==> src/rtl/lsu_pkg.sv <==
// Shared encodings for the load/store sequencer: funct3 codes, FSM states,
// exception cause codes and the access legality check.
package lsu_pkg;

  localparam logic [2:0] LB  = 3'b000;
  localparam logic [2:0] LH  = 3'b001;
  localparam logic [2:0] LW  = 3'b010;
  localparam logic [2:0] LBU = 3'b100;
  localparam logic [2:0] LHU = 3'b101;
  localparam logic [2:0] SB  = 3'b000;
  localparam logic [2:0] SH  = 3'b001;
  localparam logic [2:0] SW  = 3'b010;

  typedef enum logic [1:0] {IDLE, REQ, WAIT, DONE} lsu_state_t;

  localparam logic [1:0] CAUSE_NONE     = 2'b00;
  localparam logic [1:0] CAUSE_MISALIGN = 2'b01;
  localparam logic [1:0] CAUSE_ILLEGAL  = 2'b10;
  localparam logic [1:0] CAUSE_TIMEOUT  = 2'b11;

  // Illegal funct3 takes priority over misalignment.
  function automatic logic [1:0] access_check(input logic we, input logic [2:0] f3,
                                              input logic [1:0] lo);
    logic illegal;
    logic misaligned;
    illegal    = we ? (f3 > SW) : ((f3 == 3'b011) || (f3[2:1] == 2'b11));
    misaligned = ((f3[1:0] == 2'b01) && lo[0]) || ((f3[1:0] == 2'b10) && (lo != 2'b00));
    if (illegal)
      return CAUSE_ILLEGAL;
    else if (misaligned)
      return CAUSE_MISALIGN;
    else
      return CAUSE_NONE;
  endfunction

endpackage

==> src/rtl/lsu_ctrl_if.sv <==
// Data-memory port between the load/store sequencer (master) and memory (slave).
interface lsu_ctrl_if;
  // req/gnt: the master raises req with we/addr/be/wdata and holds all of them
  // stable until the cycle gnt is high; that cycle transfers the request.
  // rvalid marks rdata as the read word for the granted load, in the grant
  // cycle or any later cycle; there is no back-pressure on the read return.
  logic        req;
  logic        we;
  logic [31:0] addr;
  logic [3:0]  be;
  logic [31:0] wdata;
  logic        gnt;
  logic        rvalid;
  logic [31:0] rdata;

  modport master (output req, we, addr, be, wdata, input gnt, rvalid, rdata);
  modport slave  (input req, we, addr, be, wdata, output gnt, rvalid, rdata);
endinterface

==> src/rtl/lsu_align.sv <==
// Lane steering: byte enables and replicated store data on the way out,
// shifted and sign/zero-extended load data on the way back.
module lsu_align
  import lsu_pkg::*;
(
  input  logic [2:0]  funct3,
  input  logic [1:0]  addr_lo,
  input  logic [31:0] wdata,
  input  logic [31:0] rdata,
  output logic [3:0]  be,
  output logic [31:0] wdata_rep,
  output logic [31:0] rdata_ext
);

  logic [31:0] shifted;

  assign shifted = rdata >> {addr_lo, 3'b000};

  always_comb begin
    be        = 4'b0000;
    wdata_rep = wdata;
    case (funct3[1:0])
      2'b00: begin
        be        = 4'b0001 << addr_lo;
        wdata_rep = {4{wdata[7:0]}};
      end
      2'b01: begin
        be        = 4'b0011 << addr_lo;
        wdata_rep = {2{wdata[15:0]}};
      end
      2'b10:   be = 4'b1111;
      default: be = 4'b0000;
    endcase
  end

  always_comb begin
    rdata_ext = 32'h0;
    case (funct3)
      LB:      rdata_ext = {{24{shifted[7]}}, shifted[7:0]};
      LH:      rdata_ext = {{16{shifted[15]}}, shifted[15:0]};
      LW:      rdata_ext = shifted;
      LBU:     rdata_ext = {24'h0, shifted[7:0]};
      LHU:     rdata_ext = {16'h0, shifted[15:0]};
      default: rdata_ext = 32'h0;
    endcase
  end

endmodule

==> src/rtl/lsu_ctrl.sv <==
// Multi-cycle load/store sequencer: stalls the core while one access runs on
// the req/gnt/rvalid memory port; faults are reported without a memory access.
module lsu_ctrl
  import lsu_pkg::*;
#(
  parameter int TIMEOUT_CYCLES = 255,
  parameter int CNT_W          = 8
) (
  input  logic        i_clk,
  input  logic        i_reset,
  input  logic        i_req,
  input  logic        i_we,
  input  logic [2:0]  i_funct3,
  input  logic [31:0] i_addr,
  input  logic [31:0] i_wdata,
  output logic        o_stall,
  output logic        o_done,
  output logic [31:0] o_rdata,
  output logic        o_exc,
  output logic [1:0]  o_exc_cause,
  lsu_ctrl_if.master  mem,
  output lsu_state_t  o_dbg_state
);

  localparam bit             TO_EN   = (TIMEOUT_CYCLES != 0);
  localparam logic [CNT_W-1:0] TO_LAST = CNT_W'(TIMEOUT_CYCLES - 1);

  lsu_state_t state;

  logic [2:0]       funct3_q;
  logic [1:0]       addr_lo_q;
  logic             we_q;
  logic             mem_req_q;
  logic [31:0]      mem_addr_q;
  logic [3:0]       mem_be_q;
  logic [31:0]      mem_wdata_q;
  logic [31:0]      rdata_q;
  logic             exc_q;
  logic [CNT_W-1:0] cnt_q;

  logic [1:0]  check_cause;
  logic        idle_fault;
  logic        accept;
  logic        timeout_hit;
  logic [2:0]  al_funct3;
  logic [1:0]  al_addr_lo;
  logic [3:0]  al_be;
  logic [31:0] al_wdata;
  logic [31:0] al_rdata;

  assign check_cause = access_check(i_we, i_funct3, i_addr[1:0]);
  assign idle_fault  = (state == IDLE) && i_req && (check_cause != CAUSE_NONE);
  assign accept      = (state == IDLE) && i_req && (check_cause == CAUSE_NONE);
  // Last cycle allowed in REQ+WAIT is when the counter reads TIMEOUT_CYCLES-1.
  assign timeout_hit = TO_EN && (cnt_q == TO_LAST);

  // One aligner serves both directions: live inputs while accepting in IDLE,
  // the captured access while a load is waiting for its data.
  assign al_funct3  = (state == IDLE) ? i_funct3    : funct3_q;
  assign al_addr_lo = (state == IDLE) ? i_addr[1:0] : addr_lo_q;

  lsu_align u_align (
    .funct3    (al_funct3),
    .addr_lo   (al_addr_lo),
    .wdata     (i_wdata),
    .rdata     (mem.rdata),
    .be        (al_be),
    .wdata_rep (al_wdata),
    .rdata_ext (al_rdata)
  );

  always_ff @(posedge i_clk) begin
    if (i_reset) begin
      state       <= IDLE;
      funct3_q    <= 3'b000;
      addr_lo_q   <= 2'b00;
      we_q        <= 1'b0;
      mem_req_q   <= 1'b0;
      mem_addr_q  <= 32'h0;
      mem_be_q    <= 4'b0000;
      mem_wdata_q <= 32'h0;
      rdata_q     <= 32'h0;
      exc_q       <= 1'b0;
      cnt_q       <= '0;
    end else begin
      case (state)
        IDLE: begin
          if (accept) begin
            state       <= REQ;
            mem_req_q   <= 1'b1;
            we_q        <= i_we;
            funct3_q    <= i_funct3;
            addr_lo_q   <= i_addr[1:0];
            mem_addr_q  <= {i_addr[31:2], 2'b00};
            mem_be_q    <= al_be;
            mem_wdata_q <= al_wdata;
            rdata_q     <= 32'h0;
            exc_q       <= 1'b0;
            cnt_q       <= '0;
          end
        end
        REQ: begin
          cnt_q <= cnt_q + 1'b1;
          if (mem.gnt) begin
            mem_req_q <= 1'b0;
            if (we_q) begin
              state <= DONE;
            end else if (mem.rvalid) begin
              rdata_q <= al_rdata;
              state   <= DONE;
            end else begin
              state <= WAIT;
            end
          end else if (timeout_hit) begin
            mem_req_q <= 1'b0;
            exc_q     <= 1'b1;
            rdata_q   <= 32'h0;
            state     <= DONE;
          end
        end
        WAIT: begin
          cnt_q <= cnt_q + 1'b1;
          if (mem.rvalid) begin
            rdata_q <= al_rdata;
            state   <= DONE;
          end else if (timeout_hit) begin
            exc_q   <= 1'b1;
            rdata_q <= 32'h0;
            state   <= DONE;
          end
        end
        DONE: begin
          exc_q <= 1'b0;
          state <= IDLE;
        end
        default: state <= IDLE;
      endcase
    end
  end

  assign o_stall     = (state == REQ) || (state == WAIT) || accept;
  assign o_done      = (state == DONE) || idle_fault;
  assign o_exc       = ((state == DONE) && exc_q) || idle_fault;
  assign o_exc_cause = idle_fault ? check_cause :
                       ((state == DONE) && exc_q) ? CAUSE_TIMEOUT : CAUSE_NONE;
  assign o_rdata     = idle_fault ? 32'h0 : rdata_q;

  assign mem.req   = mem_req_q;
  assign mem.we    = we_q;
  assign mem.addr  = mem_addr_q;
  assign mem.be    = mem_be_q;
  assign mem.wdata = mem_wdata_q;

  assign o_dbg_state = state;

endmodule

==> src/flat_wrapper.sv <==
// flat-port wrapper written by rule: the top's interface ports become plain ports
module lsu_ctrl_flat import lsu_pkg::*;
#(
  parameter int TIMEOUT_CYCLES = 255,
  parameter int CNT_W          = 8
)
  (i_clk, i_reset, i_req, i_we, i_funct3, i_addr, i_wdata, o_stall, o_done, o_rdata, o_exc, o_exc_cause, o_dbg_state, mem_req, mem_we, mem_addr, mem_be, mem_wdata, mem_gnt, mem_rvalid, mem_rdata);
  lsu_ctrl_if mem_i ();
  input  logic i_clk;
  input  logic i_reset;
  input  logic i_req;
  input  logic i_we;
  input  logic [2:0] i_funct3;
  input  logic [31:0] i_addr;
  input  logic [31:0] i_wdata;
  output logic o_stall;
  output logic o_done;
  output logic [31:0] o_rdata;
  output logic o_exc;
  output logic [1:0] o_exc_cause;
  output lsu_state_t o_dbg_state;
  output wire logic [$bits(mem_i.req)-1:0] mem_req;
  output wire logic [$bits(mem_i.we)-1:0] mem_we;
  output wire logic [$bits(mem_i.addr)-1:0] mem_addr;
  output wire logic [$bits(mem_i.be)-1:0] mem_be;
  output wire logic [$bits(mem_i.wdata)-1:0] mem_wdata;
  input wire logic [$bits(mem_i.gnt)-1:0] mem_gnt;
  input wire logic [$bits(mem_i.rvalid)-1:0] mem_rvalid;
  input wire logic [$bits(mem_i.rdata)-1:0] mem_rdata;
  assign mem_req = mem_i.req;
  assign mem_we = mem_i.we;
  assign mem_addr = mem_i.addr;
  assign mem_be = mem_i.be;
  assign mem_wdata = mem_i.wdata;
  assign mem_i.gnt = mem_gnt;
  assign mem_i.rvalid = mem_rvalid;
  assign mem_i.rdata = mem_rdata;
  lsu_ctrl #(.TIMEOUT_CYCLES(TIMEOUT_CYCLES), .CNT_W(CNT_W)) u_core (.i_clk(i_clk), .i_reset(i_reset), .i_req(i_req), .i_we(i_we), .i_funct3(i_funct3), .i_addr(i_addr), .i_wdata(i_wdata), .o_stall(o_stall), .o_done(o_done), .o_rdata(o_rdata), .o_exc(o_exc), .o_exc_cause(o_exc_cause), .mem(mem_i), .o_dbg_state(o_dbg_state));
endmodule
==> config.mk <==
export PLATFORM = sky130hd
export DESIGN_NAME = lsu_ctrl_flat
export DESIGN_NICKNAME = d
export VERILOG_FILES = /design/src/rtl/lsu_pkg.sv /design/src/rtl/lsu_ctrl_if.sv /design/src/rtl/lsu_align.sv /design/src/rtl/lsu_ctrl.sv /design/src/flat_wrapper.sv
export SDC_FILE = /design/constraint.sdc
export NUM_CORES = 1
export LEC_CHECK = 0
export CAP_MARGIN = 15
export CELL_PAD_IN_SITES_DETAIL_PLACEMENT = 1
export CELL_PAD_IN_SITES_GLOBAL_PLACEMENT = 1
export CORE_ASPECT_RATIO = 1.2
export CORE_MARGIN = 5
export CORE_UTILIZATION = 30
export DETAILED_ROUTE_END_ITERATION = 12
export PLACE_DENSITY_LB_ADDON = 0.1
export SYNTH_ARGS = -nofsm -noshare
export SYNTH_HDL_FRONTEND = slang
export SYNTH_SLANG_ARGS = --single-unit
==> constraint.sdc <==
create_clock -name i_clk -period 7.6 [get_ports i_clk]
set_clock_uncertainty 0.2 [all_clocks]
set_input_delay 1.52 -clock i_clk [delete_from_list [all_inputs] [get_ports i_clk]]
set_output_delay 1.52 -clock i_clk [all_outputs]
set_load 0.1 [all_outputs]
* Yosys cells after proc, flatten, opt, wreduce, memory -nomap -nowiden
Index checks and enable logic that the tools add are counted.
Widths: inputs -> output; s select.
** Storage, ports and cells
- Bits in registers :: 116
- Input bits :: 105
** Cells by class
- Add/subtract/negate cells :: 1
- Magnitude comparators :: 1
- Equal/unequal tests :: 20
- Shifts and indexed selects :: 3
- Muxes and demuxes :: 36
- Reductions and logical operators :: 27
** Operators by type and width (count)
- $mux 32 :: 7
- $pmux 32 s5 :: 1
- $pmux 32 s3 :: 1
- $pmux 32 s2 :: 1
- $shr 32x5->32 :: 1
- $mux 2 :: 9
- $pmux 8 s2 :: 1
- $pmux 4 s3 :: 1
- $eq 2x2->1 const B :: 5
- $mux 1 :: 10
- $add 8x1->8 const B :: 1
- $eq 8x8->1 const B :: 1
- $mux 8 :: 1
- $pmux 2 s4 :: 1
- $reduce_bool 2->1 :: 4
- $eq 2x1->1 const B :: 3
- $eq 3x2->1 const B :: 2
- $eq 3x3->1 const B :: 2
- $logic_and 1x1->1 :: 6
- $logic_not 2->1 :: 3
- $logic_or 1x1->1 :: 6
- $ne 3x3->1 const B :: 2
- $reduce_and 3->1 :: 2
- $ne 2x2->1 const B :: 2
- other kinds (14) :: 15

* Depth between registers and ports, before layout
- Depth in word-level cells :: 9
- Mapped depth :: 11
- Gate-level depth less buffers :: 7

* Modules after synthesis
Synthesis repeated with hierarchy kept, for this count alone.
** Unflattened totals
- Cells, all modules :: 725
- Area, all modules :: 6123.4 µm²
** By module, submodules not included
- lsu_ctrl :: instances 1, cells each 550, area each 4790.8 µm², sequential area each 2322.2 µm²
- lsu_align :: instances 1, cells each 175, area each 1332.5 µm², sequential area each 0.0 µm²

* Worst setup path after synthesis
OpenSTA, ideal clock, no wires.
- Kind :: input to output
- From :: input i_funct3[0]
- To :: output o_exc
- Arrival :: 4.095 ns
- Required time :: 5.880 ns
- Setup slack :: 1.785 ns
- Cell stages on the path :: 3
- Buffers on the path :: 1
- Cell sequence :: buf_2 > a221oi_4 > o31ai_1
** Between the ends
- Cells in the longest elaborated chain, start to end :: 8
- Elaborated cells on any way between the ends :: 14
- Classes of those cells :: order compare: 1; eq/ne: 3; mux: 3; reduce/logical: 7
** RTL lines
- start, declared :: RTL line flat_wrapper.sv:13 : input logic [2:0] i_funct3;
- parallel branches: the longest is 4 deep, another holds $gt 3x2->1
- $mux 2 * :: RTL line lsu_pkg.sv:28 : if (illegal)
- $reduce_bool 2->1 * :: RTL line lsu_ctrl.sv:52 : assign idle_fault = (state == IDLE) && i_req && (check_cause != CAUSE_NONE);
- $logic_and 1x1->1 * :: RTL line lsu_ctrl.sv:52
- $logic_or 1x1->1 * :: RTL line lsu_ctrl.sv:143 : assign o_exc = ((state == DONE) && exc_q) || idle_fault;
- end, declared :: RTL line flat_wrapper.sv:19 : output logic o_exc;
Every way passes the cells marked *.

* Worst setup path in the final report
- From :: input i_funct3[0]
- To :: output o_rdata[17]
** Between the ends
- Cells in the longest elaborated chain, start to end :: 8
- Elaborated cells on any way between the ends :: 14
- Classes of those cells :: order compare: 1; eq/ne: 3; mux: 4; reduce/logical: 6
** RTL lines
- parallel branches: the longest is 4 deep, another holds $gt 3x2->1
- $mux 2 * :: RTL line lsu_pkg.sv:28
- $reduce_bool 2->1 * :: RTL line lsu_ctrl.sv:52
- $logic_and 1x1->1 * :: RTL line lsu_ctrl.sv:52
- $mux 32 * :: RTL line lsu_ctrl.sv:146 : assign o_rdata = idle_fault ? 32'h0 : rdata_q;
- end, declared :: RTL line flat_wrapper.sv:18 : output logic [31:0] o_rdata;
Marks and branches as above.

==> run summary <==
Number of port buffers: 211
Critical-path top delay cell: clkdlybuf4s50_1
Power Dens Cells: 330.2 mW/mm2
Yosys Warn Count: 0
Tot GR Track Use: 19.73%
Synthesis-to-layout area growth: 48.61%
Max-cap violations: 0
IO Count: 214
Outcome: completed
Max VDD drop: 0.0001430 V
Post-synthesis sequential area ratio: 39.62%
Post-cts gate resize count: 0
DR iter-0 viols: 265
Hold_buf cts: 0
CTS tree: built
Nets: 1032
Number of global-route vias before repair: 6522
Netlist Area Pre-Place: 0.005861 mm2
Cell count after synthesis: 738
Clock transition at path regs: 0.06 ns
Initial Utilization: 30.20%
Hold Crit Class: register to register
CTS Sinks: 116
DPL Wire Length: 16.29 mm
Core area: 0.01941 mm2
Reg2reg path depth: 8
Slew HR: 30.49%
Antenna-violating nets left: 0
Critical Path Start Type: input pin
First drt pass iteration count: 4
Arrival time worst endpoint: 4.56 ns
Post-DP Area: 0.008102 mm2
Initial antenna violation count: 0
Sink of the worst hold path: u_core.mem.wdata[0]
Die Area: 0.02244 mm2
Cts bufs inserted: 17
P_leak: 3.088 nW
Global route overflow: 0
First-pass GRT wire length: 35.01 mm
RSZ-0062 raised after global routing: false
Largest net degree at the start of global routing: 74
Critical R2R Capture: u_core.rdata_q[30]
Max clock buf depth: 2
Die Width: 137.6 um
Wire per inst: 18.49 um
Classification of the worst setup path: input pin to output pin
Htree depth: 4
Antenna Diode Count: 0
Root cell of the clock tree: clkbuf_16
Synth area leaders: dfxtp_1, nand2_1, a21oi_1
Max Slew Vio Count: 0
Number of synthesized flops with an enable pin: 0
CP max stage delay: 1.15 ns
Most frequent cells in the layout: clkdlybuf4s50_1, nand2_1, dfxtp_1
Post-synth top area share: 39.62%
Fin crit period: 6.276 ns
Fin crit share: 82.58%
Crit end category: output pin
Worst path cell trace: clkdlybuf4s50_1 -> nor4_2 -> nor3_2 -> buf_4 -> nor2b_1 -> clkdlybuf4s50_1
Final core utilization: 44.87%
WHS Path Cells: 2
Top_reg_cell synth: dfxtp_1
FFs w/ async S/R, synth: 0%
Final setup fails: 0
WP data required: 5.88 ns
Yosys cell types: 54
Final hold violation count: 0
Number of synthesized register bits: 116
Number of remaining DRC errors: 0
CP most frequent cell: clkdlybuf4s50_1
Reg-to-Reg Start: u_core.o_dbg_state[1]
Pwr Total: 2.876 mW
Row count: 56
Final WL: 22.09 mm
Measured slew at the worst slew-check pin: 1.039 ns
Worst-skew pair later-pin latency: 0.40 ns
Setup TNS: 0 ns
Critical Path Fanout Max: 33
Layout cell share with drive strength beyond 1: 8.458%
Fmax: 0.1593 GHz
Design Area, Final: 0.008710 mm2
Syn Area/Cell: 7.941 um2
Commonest non-fill, non-tap cell in the layout: clkdlybuf4s50_1
Yosys top cell by area: dfxtp_1
Worst reg2reg setup slack: 4.45 ns
Die Ht: 163.1 um
Hold Crit Start: u_core.mem.wdata[0]
Vias: 6060
Via-per-instance ratio: 5.071
Post-CTS Repair Setup Buffers: 0
Final RePlAce weighted congestion: 0.8297
[where the power goes]
group	switching [mW]	internal [mW]
sequential	0.0335	0.658
clock	0.306	0.519
combinational	0.977	0.383
total	1.32	1.56
[kinds of logic after synthesis]
| logic type | Yosys count | synth area share [%] |
|---|---|---|
| buf+inv | 63 | 5.337 |
| fa+ha+maj | 6 | 1.281 |
| mux | 33 | 5.700 |
| flops | 116 | 39.62 |
| xor+xnor | 5 | 0.7472 |
| compound gates | 195 | 22.84 |
| other cells | 1 | 0.06399 |
| simple gates | 319 | 24.40 |
[metrics by stage]
step	hold slack (ns)	instances	setup slack, ns
after CTS	0.2622	1195	1.292
after detailed placement	0.2511	1163	1.281
after floorplan	0.2452	739	1.785
final	0.2574	1195	1.324
after global placement	0.2420	1163	1.397
after global routing	0.2726	1195	1.162
[layer usage]
layer / track usage, % / wire (um) / share of wire (%)
met1: 23.24 / 9121 / 41
met2: 32.97 / 10590 / 48
met3: 6.870 / 1758 / 8.0
met4: 7.123 / 622 / 2.8
met5: 0 / 0 / 0
[area by class of cell]
class | instances | area [um2]
inverter | 4 | 15.01
sequential | 116 | 2322
tap | 261 | 326.6
clock inverter | 14 | 178.9
fill | 2336 | 10700
clock buffer | 18 | 429.2
multi-input combinational | 560 | 3271
timing repair buffer | 222 | 2167
[worst max-delay path by stage]
stage	from	endpoint	slack, ns	cells past startpoint
finish	i_funct3[0]	o_rdata[17]	1.32	6
global route	i_funct3[0]	o_rdata[22]	1.16	6
CTS	i_funct3[0]	o_rdata[17]	1.29	6
detailed placement	i_funct3[0]	o_rdata[17]	1.28	6
global placement	i_funct3[0]	o_rdata[3]	1.40	6
floorplan	i_funct3[0]	o_exc	1.78	3
[cell usage after synthesis, types with 9 or more instances]
library cell and number:
a21oi_1 88, nand3_1 27, buf_2 19, dfxtp_1 116, a31oi_1 9, o21ai_0 10, a211oi_1 25, mux2i_1 30
nor2b_1 36, nand2_1 160, nor2_1 66, clkbuf_1 29, a311oi_1 9, a22oi_1 9
[flip-flops by register name, summed over array words and instances (netlist names)]
signal / cells
u_core.rdata_q: 32
u_core.addr_lo_q: 2
u_core.funct3_q: 3
u_core.mem.be: 4
u_core.exc_q: 1
u_core.mem.addr: 30
u_core.mem.req: 1
u_core.o_dbg_state: 2
u_core.mem.we: 1
u_core.mem.wdata: 32
u_core.cnt_q: 8
[critical path: cells and delay by family]
kind	cells	cell delay, ns
simple gates	3	0.95
buf+inv	3	2.06
No activity file was read; power rests on OpenSTA's default activity.
